===== src/rtl/mem_arbiter_if.sv =====
// Bundle of the fetch port, load/store port and RAM-side signals around mem_arbiter.
// The arbiter uses the slave modport; the requesters/RAM side uses master.
interface mem_arbiter_if #(
   parameter int unsigned ADDR_W = 32,
   parameter int unsigned DATA_W = 32
);
   localparam int unsigned BE_W = DATA_W / 8;

   // instruction-fetch port (read-only)
   logic              if_req_valid;
   logic              if_req_ready;
   logic [ADDR_W-1:0] if_addr;
   logic              if_rsp_valid;
   logic              if_rsp_ready;
   logic [DATA_W-1:0] if_rsp_data;

   // load/store port
   logic              d_req_valid;
   logic              d_req_ready;
   logic [ADDR_W-1:0] d_addr;
   logic              d_we;
   logic [BE_W-1:0]   d_be;
   logic [DATA_W-1:0] d_wdata;
   logic              d_rsp_valid;
   logic              d_rsp_ready;
   logic [DATA_W-1:0] d_rsp_data;

   // single-port RAM
   logic [ADDR_W-1:0] mem_addr;
   logic [BE_W-1:0]   mem_be;
   logic [DATA_W-1:0] mem_wdata;
   logic [DATA_W-1:0] mem_rdata;

   modport master (
      output if_req_valid, if_addr, if_rsp_ready,
      output d_req_valid, d_addr, d_we, d_be, d_wdata, d_rsp_ready,
      output mem_rdata,
      input  if_req_ready, if_rsp_valid, if_rsp_data,
      input  d_req_ready, d_rsp_valid, d_rsp_data,
      input  mem_addr, mem_be, mem_wdata
   );

   modport slave (
      input  if_req_valid, if_addr, if_rsp_ready,
      input  d_req_valid, d_addr, d_we, d_be, d_wdata, d_rsp_ready,
      input  mem_rdata,
      output if_req_ready, if_rsp_valid, if_rsp_data,
      output d_req_ready, d_rsp_valid, d_rsp_data,
      output mem_addr, mem_be, mem_wdata
   );
endinterface


===== src/rtl/mem_arbiter.sv =====
// Fetch / load-store arbiter and sequencer in front of a single-port word RAM.
// One outstanding transaction: IDLE (accept) -> ACCESS (one RAM cycle) -> RESP (hold until taken).
module mem_arbiter #(
   parameter int unsigned ADDR_W       = 32,
   parameter int unsigned DATA_W       = 32,
   parameter int unsigned STARVE_LIMIT = 4
) (
   input logic           clk,
   input logic           rst_n,
   mem_arbiter_if.slave  bus
);
   localparam int unsigned BE_W  = DATA_W / 8;
   localparam int unsigned CNT_W = 4;
   localparam logic [CNT_W-1:0] LIMIT = CNT_W'(STARVE_LIMIT);

   typedef enum logic [1:0] {
      IDLE   = 2'd0,
      ACCESS = 2'd1,
      RESP   = 2'd2
   } state_t;

   typedef struct packed {
      logic              is_data;
      logic              we;
      logic [BE_W-1:0]   be;
      logic [ADDR_W-1:0] addr;
      logic [DATA_W-1:0] wdata;
   } req_t;

   state_t            state_q, state_d;
   req_t              req_q, req_d;
   logic [CNT_W-1:0]  starve_q, starve_d;
   logic [DATA_W-1:0] if_data_q, d_data_q;
   logic              grant_if, grant_d;

   // Data wins ties unless fetch has lost LIMIT arbitrations in a row.
   always_comb begin
      grant_if = 1'b0;
      grant_d  = 1'b0;
      if (rst_n && (state_q == IDLE)) begin
         if (bus.if_req_valid && (!bus.d_req_valid || (starve_q == LIMIT))) begin
            grant_if = 1'b1;
         end else if (bus.d_req_valid) begin
            grant_d = 1'b1;
         end
      end
   end

   // Next state and request latch contents.
   always_comb begin
      state_d = state_q;
      req_d   = req_q;
      unique case (state_q)
         IDLE: begin
            if (grant_if) begin
               req_d.is_data = 1'b0;
               req_d.we      = 1'b0;
               req_d.be      = '0;
               req_d.addr    = bus.if_addr;
               req_d.wdata   = '0;
               state_d       = ACCESS;
            end else if (grant_d) begin
               req_d.is_data = 1'b1;
               req_d.we      = bus.d_we;
               req_d.be      = bus.d_be;
               req_d.addr    = bus.d_addr;
               req_d.wdata   = bus.d_wdata;
               state_d       = ACCESS;
            end
         end
         ACCESS: begin
            state_d = RESP;
         end
         RESP: begin
            if (req_q.is_data ? bus.d_rsp_ready : bus.if_rsp_ready) begin
               state_d = IDLE;
            end
         end
         default: begin
            state_d = IDLE;
         end
      endcase
   end

   // Starvation counter: clears whenever fetch is idle or wins.
   always_comb begin
      starve_d = starve_q;
      if (!bus.if_req_valid || grant_if) begin
         starve_d = '0;
      end else if (grant_d && (starve_q != LIMIT)) begin
         starve_d = starve_q + CNT_W'(1);
      end
   end

   always_ff @(posedge clk or negedge rst_n) begin
      if (!rst_n) begin
         state_q  <= IDLE;
         req_q    <= '0;
         starve_q <= '0;
      end else begin
         state_q  <= state_d;
         req_q    <= req_d;
         starve_q <= starve_d;
      end
   end

   // RAM read data lands in the granted port's response register at the end of ACCESS.
   always_ff @(posedge clk or negedge rst_n) begin
      if (!rst_n) begin
         if_data_q <= '0;
         d_data_q  <= '0;
      end else if (state_q == ACCESS) begin
         if (req_q.is_data) begin
            d_data_q <= bus.mem_rdata;
         end else begin
            if_data_q <= bus.mem_rdata;
         end
      end
   end

   assign bus.if_req_ready = grant_if;
   assign bus.d_req_ready  = grant_d;
   assign bus.if_rsp_valid = (state_q == RESP) && !req_q.is_data;
   assign bus.d_rsp_valid  = (state_q == RESP) &&  req_q.is_data;
   assign bus.if_rsp_data  = if_data_q;
   assign bus.d_rsp_data   = d_data_q;

   // Byte enables only during the ACCESS cycle of a data write.
   assign bus.mem_addr  = req_q.addr;
   assign bus.mem_wdata = req_q.wdata;
   assign bus.mem_be    = ((state_q == ACCESS) && req_q.is_data && req_q.we) ? req_q.be : '0;

   a_grant_onehot: assert property (@(posedge clk) disable iff (!rst_n)
      !(bus.if_req_ready && bus.d_req_ready));
   a_be_only_access: assert property (@(posedge clk) disable iff (!rst_n)
      (state_q != ACCESS) |-> (bus.mem_be == '0));
   a_be_never_fetch: assert property (@(posedge clk) disable iff (!rst_n)
      (bus.mem_be != '0) |-> req_q.is_data);

endmodule


===== src/flat_wrapper.sv =====
// flat-port wrapper written by rule: the top's interface ports become plain ports
module mem_arbiter_flat 
#(
   parameter int unsigned ADDR_W       = 32,
   parameter int unsigned DATA_W       = 32,
   parameter int unsigned STARVE_LIMIT = 4
)
  (clk, rst_n, bus_if_req_valid, bus_if_addr, bus_if_rsp_ready, bus_d_req_valid, bus_d_addr, bus_d_we, bus_d_be, bus_d_wdata, bus_d_rsp_ready, bus_mem_rdata, bus_if_req_ready, bus_if_rsp_valid, bus_if_rsp_data, bus_d_req_ready, bus_d_rsp_valid, bus_d_rsp_data, bus_mem_addr, bus_mem_be, bus_mem_wdata);
  mem_arbiter_if #(.ADDR_W(ADDR_W), .DATA_W(DATA_W)) bus_i ();
  input logic clk;
  input logic rst_n;
  input wire logic [$bits(bus_i.if_req_valid)-1:0] bus_if_req_valid;
  input wire logic [$bits(bus_i.if_addr)-1:0] bus_if_addr;
  input wire logic [$bits(bus_i.if_rsp_ready)-1:0] bus_if_rsp_ready;
  input wire logic [$bits(bus_i.d_req_valid)-1:0] bus_d_req_valid;
  input wire logic [$bits(bus_i.d_addr)-1:0] bus_d_addr;
  input wire logic [$bits(bus_i.d_we)-1:0] bus_d_we;
  input wire logic [$bits(bus_i.d_be)-1:0] bus_d_be;
  input wire logic [$bits(bus_i.d_wdata)-1:0] bus_d_wdata;
  input wire logic [$bits(bus_i.d_rsp_ready)-1:0] bus_d_rsp_ready;
  input wire logic [$bits(bus_i.mem_rdata)-1:0] bus_mem_rdata;
  output wire logic [$bits(bus_i.if_req_ready)-1:0] bus_if_req_ready;
  output wire logic [$bits(bus_i.if_rsp_valid)-1:0] bus_if_rsp_valid;
  output wire logic [$bits(bus_i.if_rsp_data)-1:0] bus_if_rsp_data;
  output wire logic [$bits(bus_i.d_req_ready)-1:0] bus_d_req_ready;
  output wire logic [$bits(bus_i.d_rsp_valid)-1:0] bus_d_rsp_valid;
  output wire logic [$bits(bus_i.d_rsp_data)-1:0] bus_d_rsp_data;
  output wire logic [$bits(bus_i.mem_addr)-1:0] bus_mem_addr;
  output wire logic [$bits(bus_i.mem_be)-1:0] bus_mem_be;
  output wire logic [$bits(bus_i.mem_wdata)-1:0] bus_mem_wdata;
  assign bus_i.if_req_valid = bus_if_req_valid;
  assign bus_i.if_addr = bus_if_addr;
  assign bus_i.if_rsp_ready = bus_if_rsp_ready;
  assign bus_i.d_req_valid = bus_d_req_valid;
  assign bus_i.d_addr = bus_d_addr;
  assign bus_i.d_we = bus_d_we;
  assign bus_i.d_be = bus_d_be;
  assign bus_i.d_wdata = bus_d_wdata;
  assign bus_i.d_rsp_ready = bus_d_rsp_ready;
  assign bus_i.mem_rdata = bus_mem_rdata;
  assign bus_if_req_ready = bus_i.if_req_ready;
  assign bus_if_rsp_valid = bus_i.if_rsp_valid;
  assign bus_if_rsp_data = bus_i.if_rsp_data;
  assign bus_d_req_ready = bus_i.d_req_ready;
  assign bus_d_rsp_valid = bus_i.d_rsp_valid;
  assign bus_d_rsp_data = bus_i.d_rsp_data;
  assign bus_mem_addr = bus_i.mem_addr;
  assign bus_mem_be = bus_i.mem_be;
  assign bus_mem_wdata = bus_i.mem_wdata;
  mem_arbiter #(.ADDR_W(ADDR_W), .DATA_W(DATA_W), .STARVE_LIMIT(STARVE_LIMIT)) u_core (.clk(clk), .rst_n(rst_n), .bus(bus_i));
endmodule

===== config.mk =====
export PLATFORM = sky130hd
export DESIGN_NAME = mem_arbiter_flat
export DESIGN_NICKNAME = d
export VERILOG_FILES = /design/src/rtl/mem_arbiter_if.sv /design/src/rtl/mem_arbiter.sv /design/src/flat_wrapper.sv
export SDC_FILE = /design/constraint.sdc
export NUM_CORES = 1
export LEC_CHECK = 0
export ABC_AREA = 1
export CAP_MARGIN = 10
export CORE_ASPECT_RATIO = 1.25
export CORE_MARGIN = 8
export CORE_UTILIZATION = 46
export DETAILED_ROUTE_END_ITERATION = 10
export PLACE_DENSITY = 0.93
export SYNTH_ARGS = -nofsm -noshare
export SYNTH_HDL_FRONTEND = slang
export SYNTH_SLANG_ARGS = --single-unit

===== constraint.sdc =====
create_clock -name clk -period 2.2 [get_ports clk]
set_input_delay 0.22 -clock clk [delete_from_list [all_inputs] [get_ports clk]]
set_output_delay 0.22 -clock clk [all_outputs]
set_load 0.03 [all_outputs]

==> results of run 1 <==
## cells in the mapped netlist
cell type  instances  area share, %
inv_1             42            2.5
nand2_2            3           0.29
a21oi_2            2           0.27
nor3_1             3           0.23
nand2_1          333             20
buf_6              3           0.53
inv_2              9           0.53
dfrtp_1          140             55
xor2_1             2           0.27
nand4_1           32            3.1
nand3_2            2           0.31
ha_1               2           0.39
o21ai_0           70            5.5
buf_2             19            1.5
clkbuf_1          15           0.88
nand3_1           12           0.94
buf_1              1          0.059
buf_4             66            7.8
nor2_1             9           0.53
## routing by layer
metal / routed length [µm] / part of all wire (%) / track usage (%)
met1: 7130 / 37 / 23.7
met2: 9610 / 50 / 35.3
met3: 1540 / 8.0 / 7.06
met4: 1070 / 5.5 / 13.7
met5: 0 / 0 / 0
## how the worst max path moves through the flow
stage                     cells after the start                 endpoint          startpoint  slack (ps)
after global placement                        6  u_core.bus.mem_addr[22]    bus_if_req_valid         280
final                                         7         bus_if_req_ready   u_core.state_q[0]         150
after floorplan                               7         bus_if_req_ready  u_core.starve_q[0]         640
after detailed placement                      6   u_core.bus.mem_addr[1]    bus_if_req_valid         250
after global routing                          4         bus_if_rsp_valid   u_core.state_q[0]           2
after CTS                                     8         bus_if_req_ready  u_core.starve_q[0]          20
## flip-flops by register name (all words and copies together) (netlist names)
name / count
u_core.starve_q: 4
u_core.bus.if_rsp_data: 32
u_core.state_q: 2
u_core.bus.mem_wdata: 32
u_core.req_q: 6
u_core.bus.d_rsp_data: 32
u_core.bus.mem_addr: 32
## stage by stage
step           std cells  hold WS, ps
2_1_floorplan        765        -75.6
3_5_place_dp        1123          460
3_3_place_gp        1123          449
6_report            1161        -15.1
5_1_grt             1161         63.2
4_1_cts             1155         20.0
## cell type report
class / instances / area [µm²]
flip-flops and latches: 140 / 3500
fillers: 1014 / 4270
inverters: 51 / 201
multi-input cells: 470 / 2030
clock buffers: 17 / 425
repair buffers: 293 / 2910
well taps: 175 / 219
clock inverters: 15 / 141
## logic make-up (layout without fill, tap and decap cells)
| group | count (synthesis) | count (layout) | share of synthesized area (%) |
|---|---|---|---|
| simple gates | 394 | 394 | 25.0 |
| buf+inv | 155 | 376 | 13.7 |
| flops | 140 | 140 | 54.8 |
| compound gates | 72 | 72 | 5.76 |
| fa+ha+maj | 2 | 2 | 0.392 |
| xor+xnor | 2 | 2 | 0.274 |
## timing repair
item / in CTS / in global routing
gates resized for setup: 7 / 10
setup endpoints to repair: 6 / 6
pin swaps: 0 / 1
buffers inserted: 0 / 6
## power by group
part | switching [mW] | leakage (nW) | total (mW) | internal, mW
Combinational | 4.18 | 2.62 | 6.88 | 2.70
Sequential | 0.656 | 1.76 | 4.40 | 3.74
Clock | 1.25 | 0.276 | 2.76 | 1.51
Total | 6.08 | 4.66 | 14.0 | 7.95
## critical path, delay by kind of cell (launching register included)
kind,cells,cell delay [ps]
buffers and inverters,5,690
DFF,1,400
and+or+nand+nor,2,320
==> flow_summary.json, run 1 <==
{
  "status": "complete, but fails checks",
  "violations": "negative hold slack",
  "die_h_um": 148,
  "rows": 48,
  "io_pins": 275,
  "worst_setup_path_end_kind": "output port",
  "power_mw": 14.0,
  "wl_per_cell_um": 16.7,
  "dp_slack_ps": 246,
  "cts_max_level": 4,
  "drive_gt1_share_pct": 7.51,
  "layout.nets": 1114,
  "rsz0062_at_grt": "no",
  "slew_viol_final": 0,
  "setup-violations-final": 0,
  "power-per-cell-area_nw_per_um2": 1490,
  "r2r_cells": 6,
  "port-buffer-count": 274,
  "final_area_um2": 9420,
  "gr-usage-all-layers_pct": 21.6,
  "maxCapViolations": 0,
  "yosys_register_bits": 140,
  "cts-root-buf": "clkbuf_16",
  "reg2reg_to": "u_core.bus.mem_addr[1]",
  "ys_warn_count": 0,
  "routed_wl_um": 19400,
  "first_pass_iters": 5,
  "setup_tns_ps": 0,
  "slew_headroom_pct": 27.7,
  "viasPerCell": 4.91,
  "antenna_found_initial": 0,
  "synthesis.area_per_instance_um2": 8.35,
  "dpl_cell_area_um2": 8810,
  "crit_path_start_kind": "flop",
  "syn_nets": 906,
  "core_area_um2": 13700,
  "drc": 0,
  "holdWs_ps": -15.1,
  "reg2reg_setup_slack_ps": 350,
  "vias": 5696,
  "worstPathCellList": "inv_2 -> nand3_1 -> inv_4 -> nand3_2 -> buf_6 -> inv_1 -> buf_4",
  "worst_pin_slew_ps": 1080,
  "start_util_pct": 46.6,
  "ir_drop_uv": 1070,
  "holdBufCountCts": 0,
  "grt_max_degree": 77,
  "cts_buffers": 17,
  "insertion_delay_ps": 410,
  "worstPathRequired_ps": 1980,
  "period_needed_ps": 2050,
  "yosysSeqAreaShare_pct": 54.8,
  "antenna_cells": 0,
  "crit_slowest_cell": "dfrtp_1",
  "ys_types": 19,
  "cp.arrival_ps": 1830,
  "grt_pass1_vias": 5993,
  "critPathMaxFanout": 24,
  "finalWeightedCongestion": 0.807,
  "crit_type": "flop to output port",
  "ant_nets": 0,
  "area_growth_pct": 47.5,
  "cts_tree": "yes",
  "hold_path.class": "input pin to async pin",
  "fin_skew_ps": 6.20,
  "cts_sinks": 140,
  "drtIter0Drc": 403,
  "clk_pin_slew_ps": 60,
  "period_share_pct": 93.0,
  "rr_startpoint": "u_core.state_q[0]",
  "finish.utilization_pct": 68.8,
  "hold_violations": 15,
  "fmax_mhz": 489,
  "p_leak_nw": 4.66,
  "max_stage_delay_ps": 400,
  "clock_path_buffers": 2,
  "grt_pass1_wl_um": 30700,
  "dieArea_um2": 17900,
  "grt-ovfl-total": 0,
  "final_common_cell": "nand2_1",
  "synth_area_um2": 6390,
  "final_cell_mix": "nand2_1, clkdlybuf4s50_1, dfrtp_1",
  "synthCells": 765,
  "fin_ws_ps": 153,
  "die_w_um": 121,
  "hpwl_um": 14500
}
No activity file was read; power rests on OpenSTA's default activity.
==> run 2, diff against run 1 <==
- CAP_MARGIN: 10 -> default
- CORE_MARGIN: 8 -> default
- RECOVER_POWER: default -> 25
==> run 2 against run 1 <==
Compared with the run above: the run now ends clean; worst setup slack got worse by 65 ps; critical path depth rose by 1; non-clock buffer count fell by 3; via count rose by 0.42%; largest cell class unchanged; largest power group unchanged; highest routed layer is now met5.
==> flow_summary.json, run 2 (synthesis results as in run 1) <==
{
  "r2r_cells": 4,
  "slew_headroom_pct": 7.93,
  "p_leak_nw": 4.66,
  "grt_pass1_vias": 5704,
  "core_area_um2": 13400,
  "status": "completed",
  "cp.arrival_ps": 1890,
  "final_common_cell": "nand2_1",
  "period_needed_ps": 2110,
  "cts_max_level": 4,
  "clock_path_buffers": 2,
  "reg2reg_setup_slack_ps": 250,
  "maxCapViolations": 0,
  "hold_violations": 0,
  "critPathMaxFanout": 20,
  "ir_drop_uv": 1010,
  "layout.area.seq_um2": 3500,
  "crit_path_end": "bus_d_req_ready",
  "fin_ws_ps": 88.1,
  "hpwl_um": 12600,
  "worst_setup_path_end_kind": "output port",
  "fin_skew_ps": 10.1,
  "drive_gt1_share_pct": 6.61,
  "worstPathRequired_ps": 1980,
  "viasPerCell": 4.96,
  "finish.utilization_pct": 70.2,
  "cts-root-buf": "clkbuf_16",
  "reg2reg_to": "u_core.bus.if_rsp_data[18]",
  "routed_wl_um": 17600,
  "ant_nets": 0,
  "p_int_mw": 8.14,
  "grt_max_degree": 76,
  "antenna_cells": 0,
  "holdWs_ps": 181,
  "setup-violations-final": 0,
  "die_h_um": 134,
  "cts_buffers": 17,
  "crit_type": "flop to output port",
  "fill_cells": 997,
  "clk_pin_slew_ps": 60,
  "vias": 5720,
  "worst_pin_slew_ps": 1380,
  "place_inst": 1121,
  "clkPwrFrac_pct": 20.6,
  "period_share_pct": 96.0,
  "dieArea_um2": 14400,
  "swShare_pct": 42.2,
  "die_w_um": 107,
  "final_cell_mix": "nand2_1, clkdlybuf4s50_1, dfrtp_1",
  "wl_per_cell_um": 15.3,
  "dpl_cell_area_um2": 8800,
  "hold_path.class": "input pin to async pin",
  "dp_slack_ps": 267,
  "cts_tree": "yes",
  "p_switching_mw": 5.94,
  "final_area_um2": 9410,
  "first_pass_iters": 5,
  "grt-ovfl-total": 0,
  "grt_pass1_wl_um": 27900,
  "rr_startpoint": "u_core.req_q[69]",
  "start_util_pct": 47.6,
  "finalWeightedCongestion": 0.833,
  "drc": 0,
  "port-buffer-count": 274,
  "rsz0062_at_grt": "yes",
  "layout.nets": 1111,
  "gr-usage-all-layers_pct": 25.4,
  "drtIter0Drc": 288,
  "final_cells": 1154,
  "slew_viol_final": 0,
  "insertion_delay_ps": 410,
  "crit_path_start_kind": "flop",
  "antenna_found_initial": 2,
  "power.share.combinational_pct": 48.4,
  "post-cts-setup-buffers": 0,
  "power-per-cell-area_nw_per_um2": 1500,
  "multi_input_area_um2": 2020,
  "area_growth_pct": 47.3,
  "rows": 47,
  "io_pins": 275,
  "cts_sinks": 140,
  "crit_start": "u_core.starve_q[0]",
  "seqPwrFrac_pct": 31.1,
  "fmax_mhz": 474
}
-- run 2: cell types whose count changed in the layout (fill, tap and decap cells not counted), sizes merged --
cell           change
inv                -3
buf                -7
dlygate4sd3        +1
bufinv             +2
clkinv             +1
dlygate4sd2        +4
clkdlybuf4s15      -1
-- run 2: worst max-delay path, cell delays in order (launching register included) --
cell	delay (ps)
dfrtp_1	400
inv_1	80
ha_1	220
nand3_2	120
nand2_2	110
nand2_2	100
nand2_2	120
inv_8	150
buf_4	180
-- run 2: through the flow --
stage / power [mW] / setup TNS (ps)
2_1_floorplan: 8.81 / 0
3_3_place_gp: 11.0 / 0
3_5_place_dp: 11.2 / 0
4_1_cts: 14.2 / 0
5_1_grt: 14.8 / -53.7
6_report: 14.1 / 0
-- run 2: how the worst min path moves through the flow --
| stage | endpoint | cells past startpoint |
|---|---|---|
| global route | u_core.bus.if_rsp_data[29] | 2 |
| detailed placement | u_core.bus.if_rsp_data[29] | 1 |
| floorplan | u_core.bus.d_rsp_data[0] | 0 |
| CTS | u_core.bus.if_rsp_data[23] | 2 |
| finish | u_core.bus.if_rsp_data[29] | 2 |
| global placement | u_core.bus.if_rsp_data[29] | 1 |
-- run 2: timing repair --
| action | CTS | global route |
|---|---|---|
| cloned | 0 | 0 |
| resized for setup | 5 | 4 |
| endpoints found under the setup margin | 5 | 6 |
| endpoints found under the hold margin | 9 | 0 |
| pin swaps | 0 | 0 |
| hold buffers | 1 | 0 |
-- run 2: layout make-up --
| type | count | share of cell area (%) |
|---|---|---|
| Multi-Input combinational cell | 470 | 21.4 |
| Sequential cell | 140 | 37.2 |
| Tap cell | 171 | 2.27 |
| Inverter | 51 | 2.11 |
| Clock inverter | 15 | 1.87 |
| Timing Repair Buffer | 290 | 30.6 |
| Clock buffer | 17 | 4.52 |
-- run 2: power groups by stage --
stage | combinational [mW] | sequential [mW] | clock [mW]
2_1_floorplan | 3.36 | 5.45 | 0
3_3_place_gp | 6.65 | 4.33 | 0
3_5_place_dp | 6.82 | 4.39 | 0
4_1_cts | 6.86 | 4.38 | 2.96
5_1_grt | 7.24 | 4.51 | 3.07
6_report | 6.81 | 4.38 | 2.89
-- run 2: layer usage --
layer	global-route usage, %	wire length [µm]	vias up
met5	0	29	-
met4	11.5	618	4
met2	44.3	9090	230
li1	-	-	2744
met1	27.3	6590	2696
met3	9.00	1320	46
